`config.mk`:
```
export PLATFORM = sky130hd
export DESIGN_NAME = tabla_perf_monitor
export DESIGN_NICKNAME = d
export VERILOG_FILES = /design/src/rtl/tabla_perf_monitor.sv
export SDC_FILE = /design/constraint.sdc
export NUM_CORES = 1
export LEC_CHECK = 0
export ABC_AREA = 1
export BUFFER_PORTS_ARGS = -buffer_cell sky130_fd_sc_hd__buf_2
export CAP_MARGIN = 25
export CORE_MARGIN = 2
export CORE_UTILIZATION = 35
export DETAILED_ROUTE_END_ITERATION = 10
export GPL_ROUTABILITY_DRIVEN = 0
export MAX_ROUTING_LAYER = met4
export RECOVER_POWER = 50
export SETUP_SLACK_MARGIN = 0.2
export SYNTH_ARGS = -nofsm -noshare
export SYNTH_HDL_FRONTEND = slang
export SYNTH_SLANG_ARGS = --single-unit
export TNS_END_PERCENT = 100
```
`constraint.sdc`:
```
create_clock -name ACLK -period 2.2 [get_ports ACLK]
set_clock_uncertainty 0.05 [all_clocks]
set_input_delay 0.22 -clock ACLK [delete_from_list [all_inputs] [get_ports ACLK]]
set_output_delay 0.22 -clock ACLK [all_outputs]
set_load 0.02 [all_outputs]
```
`src/rtl/tabla_perf_monitor.sv`:
```
// Run-phase performance monitor: sequences READ -> PROCESS -> WRITE -> DONE and
// keeps saturating per-phase cycle counters and summed AXI lane beat counters.
`timescale 1ns/1ps
`ifndef NUM_AXI
`define NUM_AXI 4
`endif

module tabla_perf_monitor #(
  parameter int PERF_CNTR_WIDTH = 10,
  parameter int NUM_AXI         = `NUM_AXI
) (
  input  logic                       ACLK,
  input  logic                       ARESETN,
  input  logic                       compute_start,
  input  logic                       rd_done,
  input  logic                       processing_done,
  input  logic                       wr_done,
  input  logic [NUM_AXI-1:0]         rd_beat,
  input  logic [NUM_AXI-1:0]         wr_beat,
  input  logic                       perf_clear,
  output logic                       busy,
  output logic                       perf_valid,
  output logic [1:0]                 phase,
  output logic [PERF_CNTR_WIDTH-1:0] total_cycles,
  output logic [PERF_CNTR_WIDTH-1:0] rd_cycles,
  output logic [PERF_CNTR_WIDTH-1:0] pr_cycles,
  output logic [PERF_CNTR_WIDTH-1:0] wr_cycles,
  output logic [PERF_CNTR_WIDTH-1:0] rd_beats,
  output logic [PERF_CNTR_WIDTH-1:0] wr_beats
);

  localparam int W   = PERF_CNTR_WIDTH;
  localparam int PCW = $clog2(NUM_AXI + 1);

  // Low two state bits double as the phase code; bit 2 marks DONE.
  localparam logic [2:0] S_IDLE  = 3'b000;
  localparam logic [2:0] S_READ  = 3'b001;
  localparam logic [2:0] S_PROC  = 3'b010;
  localparam logic [2:0] S_WRITE = 3'b011;
  localparam logic [2:0] S_DONE  = 3'b100;

  localparam logic [W-1:0] ONE = {{(W-1){1'b0}}, 1'b1};

  function automatic logic [PCW-1:0] popcount(input logic [NUM_AXI-1:0] v);
    logic [PCW-1:0] cnt;
    cnt = '0;
    for (int i = 0; i < NUM_AXI; i++) begin
      cnt = cnt + PCW'(v[i]);
    end
    return cnt;
  endfunction

  function automatic logic [W-1:0] sat_add(input logic [W-1:0] a, input logic [PCW-1:0] b);
    logic [W:0] bx;
    logic [W:0] s;
    bx          = '0;
    bx[PCW-1:0] = b;
    s           = {1'b0, a} + bx;
    if (s[W]) begin
      return {W{1'b1}};
    end else begin
      return s[W-1:0];
    end
  endfunction

  function automatic logic [W-1:0] sat_inc(input logic [W-1:0] a);
    if (a == {W{1'b1}}) begin
      return a;
    end else begin
      return a + ONE;
    end
  endfunction

  logic [2:0]   state_q, state_d;
  logic         clear_s, busy_s;
  logic [W-1:0] tot_q, tot_d, rc_q, rc_d, pc_q, pc_d, wc_q, wc_d, rb_q, rb_d, wb_q, wb_d;

  assign busy_s = |state_q[1:0];

  // Phase sequencing; done pulses for other phases and starts while busy fall through.
  always_comb begin
    state_d = state_q;
    clear_s = 1'b0;
    case (state_q)
      S_IDLE: begin
        if (compute_start) begin
          state_d = S_READ;
          clear_s = 1'b1;
        end else begin
          state_d = S_IDLE;
        end
      end
      S_READ: begin
        if (rd_done) state_d = S_PROC;
        else         state_d = S_READ;
      end
      S_PROC: begin
        if (processing_done) state_d = S_WRITE;
        else                 state_d = S_PROC;
      end
      S_WRITE: begin
        if (wr_done) state_d = S_DONE;
        else         state_d = S_WRITE;
      end
      S_DONE: begin
        if (compute_start) begin
          state_d = S_READ;
          clear_s = 1'b1;
        end else if (perf_clear) begin
          state_d = S_IDLE;
        end else begin
          state_d = S_DONE;
        end
      end
      default: state_d = S_IDLE;
    endcase
  end

  // Counter next-state: cleared on run start, advanced only while busy, held otherwise.
  always_comb begin
    tot_d = tot_q;
    rc_d  = rc_q;
    pc_d  = pc_q;
    wc_d  = wc_q;
    rb_d  = rb_q;
    wb_d  = wb_q;
    if (clear_s) begin
      tot_d = '0;
      rc_d  = '0;
      pc_d  = '0;
      wc_d  = '0;
      rb_d  = '0;
      wb_d  = '0;
    end else if (busy_s) begin
      tot_d = sat_inc(tot_q);
      rb_d  = sat_add(rb_q, popcount(rd_beat));
      wb_d  = sat_add(wb_q, popcount(wr_beat));
      case (state_q)
        S_READ:  rc_d = sat_inc(rc_q);
        S_PROC:  pc_d = sat_inc(pc_q);
        S_WRITE: wc_d = sat_inc(wc_q);
        default: rc_d = rc_q;
      endcase
    end else begin
      tot_d = tot_q;
    end
  end

  // State and counter registers.
  always_ff @(posedge ACLK or negedge ARESETN) begin
    if (!ARESETN) begin
      state_q <= S_IDLE;
      tot_q   <= '0;
      rc_q    <= '0;
      pc_q    <= '0;
      wc_q    <= '0;
      rb_q    <= '0;
      wb_q    <= '0;
    end else begin
      state_q <= state_d;
      tot_q   <= tot_d;
      rc_q    <= rc_d;
      pc_q    <= pc_d;
      wc_q    <= wc_d;
      rb_q    <= rb_d;
      wb_q    <= wb_d;
    end
  end

  assign busy         = busy_s;
  assign perf_valid   = state_q[2];
  assign phase        = state_q[1:0];
  assign total_cycles = tot_q;
  assign rd_cycles    = rc_q;
  assign pr_cycles    = pc_q;
  assign wr_cycles    = wc_q;
  assign rd_beats     = rb_q;
  assign wr_beats     = wb_q;

endmodule

```
==> flow_summary.json, run 1 <==
{
  "status": "completed",
  "layout-drive-gt1-share_pct": 20.9,
  "peakVddDrop_mv": 0.636,
  "cpMaxStageDelayCell": "fa_1",
  "postSynth.asyncResetShare_pct": 100,
  "final_area_mm2": 0.00475,
  "critPathKind": "in2reg",
  "ys.flop_type": "dfrtp_1",
  "place_area_mm2": 0.00454,
  "layout_setup_ws_ns": 0.164,
  "max_slew_margin_pct": 39.9,
  "antenna_found_initial": 0,
  "final_nets": 648,
  "overflow": 0,
  "synth_top_cell_by_area": "dfrtp_1",
  "vias_per_cell": 4.86,
  "rows": 38,
  "setup_violations": 0,
  "start_util_pct": 35.9,
  "fin_cells": 766,
  "grt_use_total_pct": 17.6,
  "num_antenna_cells": 0,
  "power_density_mw_per_mm2": 1090,
  "synth-edff-count": 0,
  "syn_nets": 552,
  "crit_arrival_ns": 2.23,
  "insertion_delay_ns": 0.34,
  "critPathLaunchType": "primary input",
  "finalHoldViolations": 0,
  "ys_ff_latch": 63,
  "synth_common_cells": "nand2_1, dfrtp_1, inv_1",
  "critPathMaxStageDelay_ns": 0.54,
  "period_minus_slack_ns": 2.04,
  "cp-end-kind": "register",
  "drtIter0Drc": 202,
  "postSynthCellCount": 525,
  "synth.avg_cell_area_um2": 7.45,
  "numCtsBuffers": 9,
  "cap_violations": 0,
  "slew_violations": 0,
  "path_cells": "buf_6 -> fa_1 -> inv_2 -> fa_2 -> inv_2 -> fa_2 -> nand3_2 -> nor2_4 -> nand2_2 -> nor2_4 -> nand3_4 -> o211ai_1",
  "clockRootBuffer": "clkbuf_8",
  "grt_pass1_vias": 3539,
  "die_w_um": 110,
  "place_hpwl_um": 7060,
  "rsz0062_at_grt": "yes",
  "io-pin-count": 79,
  "dieArea_mm2": 0.0120,
  "yosys_warnings": 0,
  "yosysTopAreaCellShare_pct": 40.3,
  "wirelength_um": 9730,
  "worstMarginPinSlew_ns": 0.902,
  "clock_sinks": 63,
  "syn_to_final_growth_pct": 21.6,
  "htree_levels": 3,
  "placed_cells": 746,
  "clk_path_buf_depth": 2,
  "grt_max_degree": 35,
  "drc": 0,
  "yosysUniqueCellTypes": 36,
  "max_freq_mhz": 491,
  "p_leak_nw": 2.28,
  "cts.clk_slew.worst_paths_ns": 0.07,
  "tritoncts": "built",
  "yosysMostFrequentCell": "nand2_1",
  "first_pass_iters": 7,
  "ant_nets": 0,
  "cp.required_ns": 2.40,
  "grt_pass1_wl_um": 16200,
  "vias": 3721,
  "reg2reg_setup_slack_ns": 0.26,
  "fp.coreArea_mm2": 0.0109,
  "crit_fanout": 6,
  "place_ws_ns": -0.242,
  "hold_path.class": "in2reg",
  "synthesis.area_mm2": 0.00391,
  "synth_area_leaders": "dfrtp_1, nand2_1, nand3_1",
  "wl_per_cell_um": 12.7,
  "dieHeight_um": 110,
  "port_buffers": 78,
  "finalCritPeriodShare_pct": 92.5,
  "synth_seq_area_share_pct": 40.3
}
layer usage:
metal	vias up	track usage, %	share of wire (%)
li1	1898	-	-
met1	1726	22.2	47
met2	91	27.9	47
met3	6	4.39	4.9
met4	0	5.70	0.65
met5	-	-	0
placed cells by master (no fill, tap or decap), types with 3 or more instances in the layout:
master	instances
nand4_1	13
buf_2	45
o22ai_1	3
o21ai_2	7
buf_4	13
clkinv_2	3
nand3_2	3
a21oi_1	12
o21ai_1	12
dfrtp_1	62
nor2_4	5
nand2_1	152
o211ai_1	5
o21ai_0	24
inv_1	58
inv_2	8
clkbuf_1	34
nand3_1	52
nand2_2	14
fa_2	4
nor2_1	41
clkbuf_8	10
xor2_1	3
o21bai_1	5
ha_1	6
worst paths after layout:
kind | from | to | cells past startpoint
worst max-delay path | wr_beat[3] | wr_beats[4]$_DFFE_PN0P_ | 12
worst min-delay path | perf_clear | state_q[2]$_DFF_PN0_ | 2
worst max register to register | wr_beats[0]$_DFFE_PN0P_ | wr_beats[4]$_DFFE_PN0P_ | 10
worst min register to register | rd_beats[9]$_DFFE_PN0P_ | rd_beats[9]$_DFFE_PN0P_ | 2
max in group asynchronous | ARESETN | rd_beats[4]$_DFFE_PN0P_ | 3
min in group asynchronous | ARESETN | wr_cycles[5]$_DFFE_PN0P_ | 2
per-stage QoR:
step                total power [mW]  hold WS [ns]  util (%)  setup TNS (ns)
floorplan                       3.47        -0.126         -          -0.106
global placement                4.15       -0.0416      41.7           -2.26
detailed placement              4.21       -0.0404      41.7           -3.44
CTS                             5.26       0.00220      43.7               0
global route                    5.65        0.0140      43.7               0
finish                          5.18        0.0258      43.7               0
flip-flops by register name, summed over array words and instances, names as in the netlist:
name          count
pr_cycles        10
rd_beats         10
rd_cycles        10
total_cycles     10
wr_beats         10
wr_cycles        10
state_q           3
worst max-delay path, delay by kind of cell:
| family | cells | cell delay, ns |
|---|---|---|
| buffers and inverters | 3 | 0.21 |
| AND/OR/NAND/NOR | 5 | 0.60 |
| adder cells (fa/ha/maj) | 3 | 1.08 |
| AO/OA/AOI/OAI | 1 | 0.12 |
cells by family after synthesis:
group | synth area share [%]
AO/OA/AOI/OAI | 11.5
XOR/XNOR | 0.896
adder cells (fa/ha/maj) | 4.99
buffers and inverters | 8.45
flip-flops | 40.3
AND/OR/NAND/NOR | 33.9
power by group:
part	internal (mW)	switching (mW)	total (mW)
Clock	0.550	0.451	1.00
Sequential	1.43	0.381	1.81
Combinational	0.768	1.60	2.37
Total	2.75	2.43	5.18
cell type report:
cell class / instances / area (µm²)
clock buffer: 12 / 145
clock inverter: 4 / 45.0
fill: 1116 / 6130
inverter: 68 / 262
multi-input combinational: 384 / 2060
sequential: 63 / 1580
tap: 140 / 175
timing repair buffer: 95 / 485
timing repair:
action                     4_1_cts  5_1_grt
setup endpoints to repair       10       22
resized for setup                1       11
buffers inserted                 2        1
hold buffers                     1        0
pin swaps                        4       11
hold endpoints to repair        63        0
No activity file was read; power rests on OpenSTA's default activity.
==> run 2, diff against run 1 <==
==> constraint.sdc (replaced) <==
create_clock -name ACLK -period 1.85 [get_ports ACLK]
set_clock_uncertainty 0.05 [all_clocks]
set_input_delay 0 -clock ACLK [delete_from_list [all_inputs] [get_ports ACLK]]
set_output_delay 0 -clock ACLK [all_outputs]
set_load 0.02 [all_outputs]
==> run 2 against run 1 <==
Non-clock buffer count is 26 higher. Largest cell class unchanged. Clock-buffer cell count is 2 lower. Die area stayed put. Largest power group unchanged.
==> flow_summary.json, run 2 (synthesis results as in run 1) <==
{
  "clk_path_buf_depth": 2,
  "cp.required_ns": 2.06,
  "worstMarginPinSlew_ns": 0.985,
  "drtIter0Drc": 248,
  "vias": 3863,
  "final_nets": 675,
  "clockRootBuffer": "clkbuf_8",
  "layout_common_cells": "nand2_1, dfrtp_1, inv_1",
  "swShare_pct": 44.9,
  "vias_per_cell": 4.87,
  "cts.clk_slew.worst_paths_ns": 0.08,
  "p_leak_nw": 2.51,
  "place_area_mm2": 0.00461,
  "hold_path.class": "in2reg",
  "cap_violations": 0,
  "clkPwrFrac_pct": 21.4,
  "max_slew_margin_pct": 34.4,
  "htree_levels": 3,
  "placed_cells": 754,
  "first_pass_iters": 4,
  "finalCoreUtilization_pct": 47.4,
  "power_switching_mw": 3.15,
  "p_seq_share_pct": 30.6,
  "layout_setup_ws_ns": 0.0366,
  "dieArea_mm2": 0.0120,
  "port_buffers": 78,
  "comb_power_share_pct": 48.1,
  "io-pin-count": 79,
  "start_util_pct": 35.9,
  "fp.coreArea_mm2": 0.0109,
  "numCtsBuffers": 9,
  "final_area_mm2": 0.00516,
  "wirelength_um": 10300,
  "grt_max_degree": 29,
  "critPathKind": "reg2reg",
  "slew_violations": 0,
  "syn_to_final_growth_pct": 32.0,
  "internal_power_mw": 3.86,
  "power_density_mw_per_mm2": 1360,
  "finalCritPeriodShare_pct": 98.0,
  "place_hpwl_um": 7300,
  "dieHeight_um": 110,
  "period_minus_slack_ns": 1.81,
  "tritoncts": "built",
  "setup_violations": 0,
  "grt_pass1_wl_um": 16900,
  "cp-end-kind": "register",
  "place_ws_ns": -0.375,
  "clock_sinks": 63,
  "fin_cells": 793,
  "crit_fanout": 3,
  "ant_nets": 0,
  "antenna_found_initial": 0,
  "wl_per_cell_um": 12.9,
  "crit_arrival_ns": 2.03,
  "grt_use_total_pct": 18.4,
  "layout-drive-gt1-share_pct": 28.0,
  "rows": 38,
  "overflow": 0,
  "finalHoldViolations": 0,
  "drc": 0,
  "total_power_mw": 7.02,
  "peakVddDrop_mv": 0.655,
  "grt_pass1_vias": 3680,
  "rsz0062_at_grt": "yes",
  "die_w_um": 110,
  "status": "completed",
  "critPathLaunchType": "register",
  "num_antenna_cells": 0,
  "nFillCells": 1099,
  "layout_commonest_cell": "nand2_1",
  "insertion_delay_ns": 0.35,
  "max_freq_mhz": 551
}
run 2: path summary, 6_finish.rpt:
path	startpoint	endpoint	slack, ns	cells after the start
min	wr_beat[2]	wr_beats[0]$_DFFE_PN0P_	0.1	4
max in group asynchronous	ARESETN	rd_beats[0]$_DFFE_PN0P_	0.25	3
max reg2reg	rd_beats[0]$_DFFE_PN0P_	rd_beats[0]$_DFFE_PN0P_	0.04	9
min reg2reg	rd_beats[9]$_DFFE_PN0P_	rd_beats[9]$_DFFE_PN0P_	0.46	2
min in group asynchronous	ARESETN	wr_cycles[5]$_DFFE_PN0P_	0.27	2
max	rd_beats[0]$_DFFE_PN0P_	rd_beats[0]$_DFFE_PN0P_	0.04	9
run 2: through the flow:
step | TNS (ns) | hold slack, ns
floorplan | -1.16 | -0.346
finish | 0 | 0.0977
detailed placement | -5.79 | -0.0821
global placement | -4.60 | -0.0843
CTS | 0 | 0.0699
global route | -0.868 | 0.111
run 2: layout make-up:
| cell class | count | area (µm²) | share of cell area (%) |
|---|---|---|---|
| sequential | 63 | 1580 | 30.6 |
| clock inverter | 6 | 108 | 2.08 |
| clock buffer | 10 | 138 | 2.67 |
| tap | 140 | 175 | 3.39 |
| inverter | 68 | 272 | 5.26 |
| timing repair inverter | 1 | 7.51 | 0.145 |
| multi-input combinational | 384 | 2160 | 41.9 |
| timing repair buffer | 121 | 719 | 13.9 |
run 2: power groups by stage:
stage                     combinational [mW]  clock (mW)  sequential, mW
final                                   3.37        1.50            2.15
after global routing                    3.73        1.61            2.20
after CTS                               3.19        1.54            2.13
after detailed placement                2.97           0            2.13
after global placement                  2.89           0            2.13
after floorplan                         1.67           0            2.46
run 2: routing by layer:
layer	track usage [%]	share of wire [%]	up-vias
met5	-	0	-
met4	7.78	1.7	0
met3	3.08	4.3	16
met2	29.1	45	100
met1	23.4	49	1796
li1	-	-	1951
run 2: critical path: stages (launching register included):
cell and delay (ns):
dfrtp_2 0.37, inv_2 0.04, fa_2 0.33, inv_2 0.07
fa_2 0.22, nand2_4 0.07, nor3_4 0.18, nand4_1 0.15
buf_4 0.20, o221ai_2 0.05
run 2: what timing repair did:
item / 4_1_cts / 5_1_grt
hold buffers: 6 / 0
gates resized for setup: 23 / 22
buffers inserted: 8 / 8
setup endpoints to repair: 47 / 55
endpoints found under the hold margin: 66 / 0
gates cloned: 1 / 0
pin swaps: 12 / 8
==> run 3, diff against run 2 <==
--- a/config.mk
+++ b/config.mk
@@ -14,6 +14,7 @@
 export GPL_ROUTABILITY_DRIVEN = 0
 export MAX_ROUTING_LAYER = met4
 export RECOVER_POWER = 50
+export REMOVE_ABC_BUFFERS = 1
 export SETUP_SLACK_MARGIN = 0.2
 export SYNTH_ARGS = -nofsm -noshare
 export SYNTH_HDL_FRONTEND = slang
==> constraint.sdc (replaced) <==
create_clock -name ACLK -period 2.3 [get_ports ACLK]
set_clock_uncertainty 0.05 [all_clocks]
set_input_delay 0 -clock ACLK [delete_from_list [all_inputs] [get_ports ACLK]]
set_output_delay 0 -clock ACLK [all_outputs]
set_load 0.02 [all_outputs]
==> run 3 against run 2 <==
The run now ends with capacitance limit, slew limit left. Clock power shrank 44%. Cell count decreased by 3.7%. Worst setup slack better by 0.28 ns. Critical path depth up 1. First-iteration DRC count shrank 22%. Sequential cell count unchanged. Via count down 2.4%. Power shrank 32%. Global-route usage shrank 0.57 points. Hold slack improved by 0.0039 ns. Die area unchanged. Wire length down 4.2%. Critical path type unchanged. Largest cell class unchanged.
==> flow_summary.json, run 3 (synthesis results as in run 1) <==
{
  "status": "complete, but fails checks",
  "violations": "capacitance limit, slew limit",
  "place_hpwl_um": 7190,
  "insertion_delay_ns": 0.34,
  "critPathKind": "reg2reg",
  "dieArea_mm2": 0.0120,
  "cts.clk_slew.worst_paths_ns": 0.07,
  "port_buffers": 78,
  "power_switching_mw": 2.29,
  "peakVddDrop_mv": 0.484,
  "place_area_mm2": 0.00446,
  "max_freq_mhz": 504,
  "htree_levels": 3,
  "grt_pass1_wl_um": 16400,
  "layout_commonest_cell": "nand2_1",
  "syn_to_final_growth_pct": 19.6,
  "register_area_mm2": 0.00158,
  "dieHeight_um": 110,
  "layout-drive-gt1-share_pct": 15.9,
  "wirelength_um": 9830,
  "tritoncts": "built",
  "start_util_pct": 35.9,
  "worstMarginPinSlew_ns": 1.65,
  "clk_path_buf_depth": 2,
  "die_w_um": 110,
  "drtIter0Drc": 193,
  "grt_use_total_pct": 17.8,
  "nFillCells": 1140,
  "total_power_mw": 4.80,
  "max_slew_margin_pct": -10.2,
  "ant_nets": 0,
  "crit_fanout": 6,
  "setup_violations": 0,
  "finalHoldViolations": 0,
  "wl_per_cell_um": 12.9,
  "clkPwrFrac_pct": 17.6,
  "clock_sinks": 63,
  "critPathLaunchType": "register",
  "setup_tns_ns": 0,
  "rsz0062_at_grt": "no",
  "final_nets": 648,
  "slew_violations": 27,
  "vias": 3769,
  "hold_path.class": "in2reg",
  "numCtsBuffers": 9,
  "swShare_pct": 47.7,
  "cp.required_ns": 2.51,
  "p_leak_nw": 2.21,
  "comb_power_share_pct": 46.3,
  "io-pin-count": 79,
  "drc": 0,
  "finalCritPeriodShare_pct": 86.3,
  "crit_arrival_ns": 2.19,
  "overflow": 0,
  "internal_power_mw": 2.51,
  "cap_violations": 1,
  "power_density_mw_per_mm2": 1030,
  "period_minus_slack_ns": 1.98,
  "layout_common_cells": "nand2_1, dfrtp_1, inv_1",
  "multi_input_area_mm2": 0.00201,
  "grt_max_degree": 38,
  "final_area_mm2": 0.00468,
  "fp.coreArea_mm2": 0.0109,
  "vias_per_cell": 4.93,
  "cp-end-kind": "register",
  "antenna_found_initial": 0,
  "rows": 38,
  "clockRootBuffer": "clkbuf_8",
  "first_pass_iters": 4,
  "p_seq_share_pct": 36.1,
  "num_antenna_cells": 0,
  "grt_pass1_vias": 3528
}
-- run 3: changes by cell type in the layout (fill, tap and decap cells not counted), moves of 5 or more --
cell and delta:
clkbuf_1 +23, buf_2 -21, buf_4 -20, nand3_1 +8, inv_1 +6, o21ai_0 +6, o21ai_1 -6, nand2_1 +5
nand3_2 -5, nor2_4 -5
-- run 3: critical path: stages, from the launching register on --
cell	delay, ns
dfrtp_1	0.37
inv_1	0.08
fa_2	0.35
inv_2	0.08
fa_2	0.23
nand3_2	0.08
nor2_2	0.13
nand2_1	0.08
nor2_2	0.16
nand3_2	0.16
o211ai_1	0.14
-- run 3: cell type report --
cell class	count	area share, %
Tap cell	140	3.75
Multi-Input combinational cell	384	43.0
Sequential cell	63	33.7
Inverter	68	5.46
Clock buffer	13	3.40
Clock inverter	1	0.107
Timing Repair Buffer	95	10.5
-- run 3: timing repair --
item                                    CTS  global route
endpoints found under the setup margin    0            17
setup buffers                             0             4
resized for setup                         0             4
endpoints found under the hold margin    29             0
hold buffers                              7             0
-- run 3: power by group through the flow --
stage / clock, mW / combinational (mW) / sequential [mW]
3_3_place_gp: 0 / 2.15 / 1.73
6_report: 0.847 / 2.22 / 1.73
5_1_grt: 0.924 / 2.49 / 1.78
4_1_cts: 0.879 / 2.23 / 1.72
2_1_floorplan: 0 / 1.18 / 1.97
3_5_place_dp: 0 / 2.19 / 1.74
-- run 3: final timing paths --
| path | start | to | slack, ns | depth (start not counted) |
|---|---|---|---|---|
| max | wr_beats[0]$_DFFE_PN0P_ | wr_beats[3]$_DFFE_PN0P_ | 0.32 | 10 |
| min | rd_beat[2] | rd_beats[0]$_DFFE_PN0P_ | 0.10 | 4 |
| max reg2reg | wr_beats[0]$_DFFE_PN0P_ | wr_beats[3]$_DFFE_PN0P_ | 0.32 | 10 |
| min reg2reg | rd_beats[9]$_DFFE_PN0P_ | rd_beats[9]$_DFFE_PN0P_ | 0.46 | 2 |
| max in group asynchronous | ARESETN | total_cycles[3]$_DFFE_PN0P_ | 0.66 | 2 |
| min in group asynchronous | ARESETN | total_cycles[9]$_DFFE_PN0P_ | 0.58 | 2 |
-- run 3: per-stage QoR --
step | hold WS, ns | cells | util (%) | worst slack, ns
2_1_floorplan | -0.346 | 515 | - | 0.0625
3_3_place_gp | 0.0319 | 739 | 40.9 | 0.0788
3_5_place_dp | 0.0371 | 739 | 40.9 | 0.00320
4_1_cts | 0.0890 | 760 | 43.1 | 0.232
5_1_grt | 0.147 | 764 | 43.0 | 0.167
6_report | 0.102 | 764 | 43.0 | 0.315
-- run 3: routing by layer --
layer,GRT usage [%],up-vias,share of wire (%)
met1,22.4,1773,46
met2,28.1,83,48
met4,7.14,0,2.1
li1,-,1896,-
met5,-,-,0
met3,3.85,17,4.5
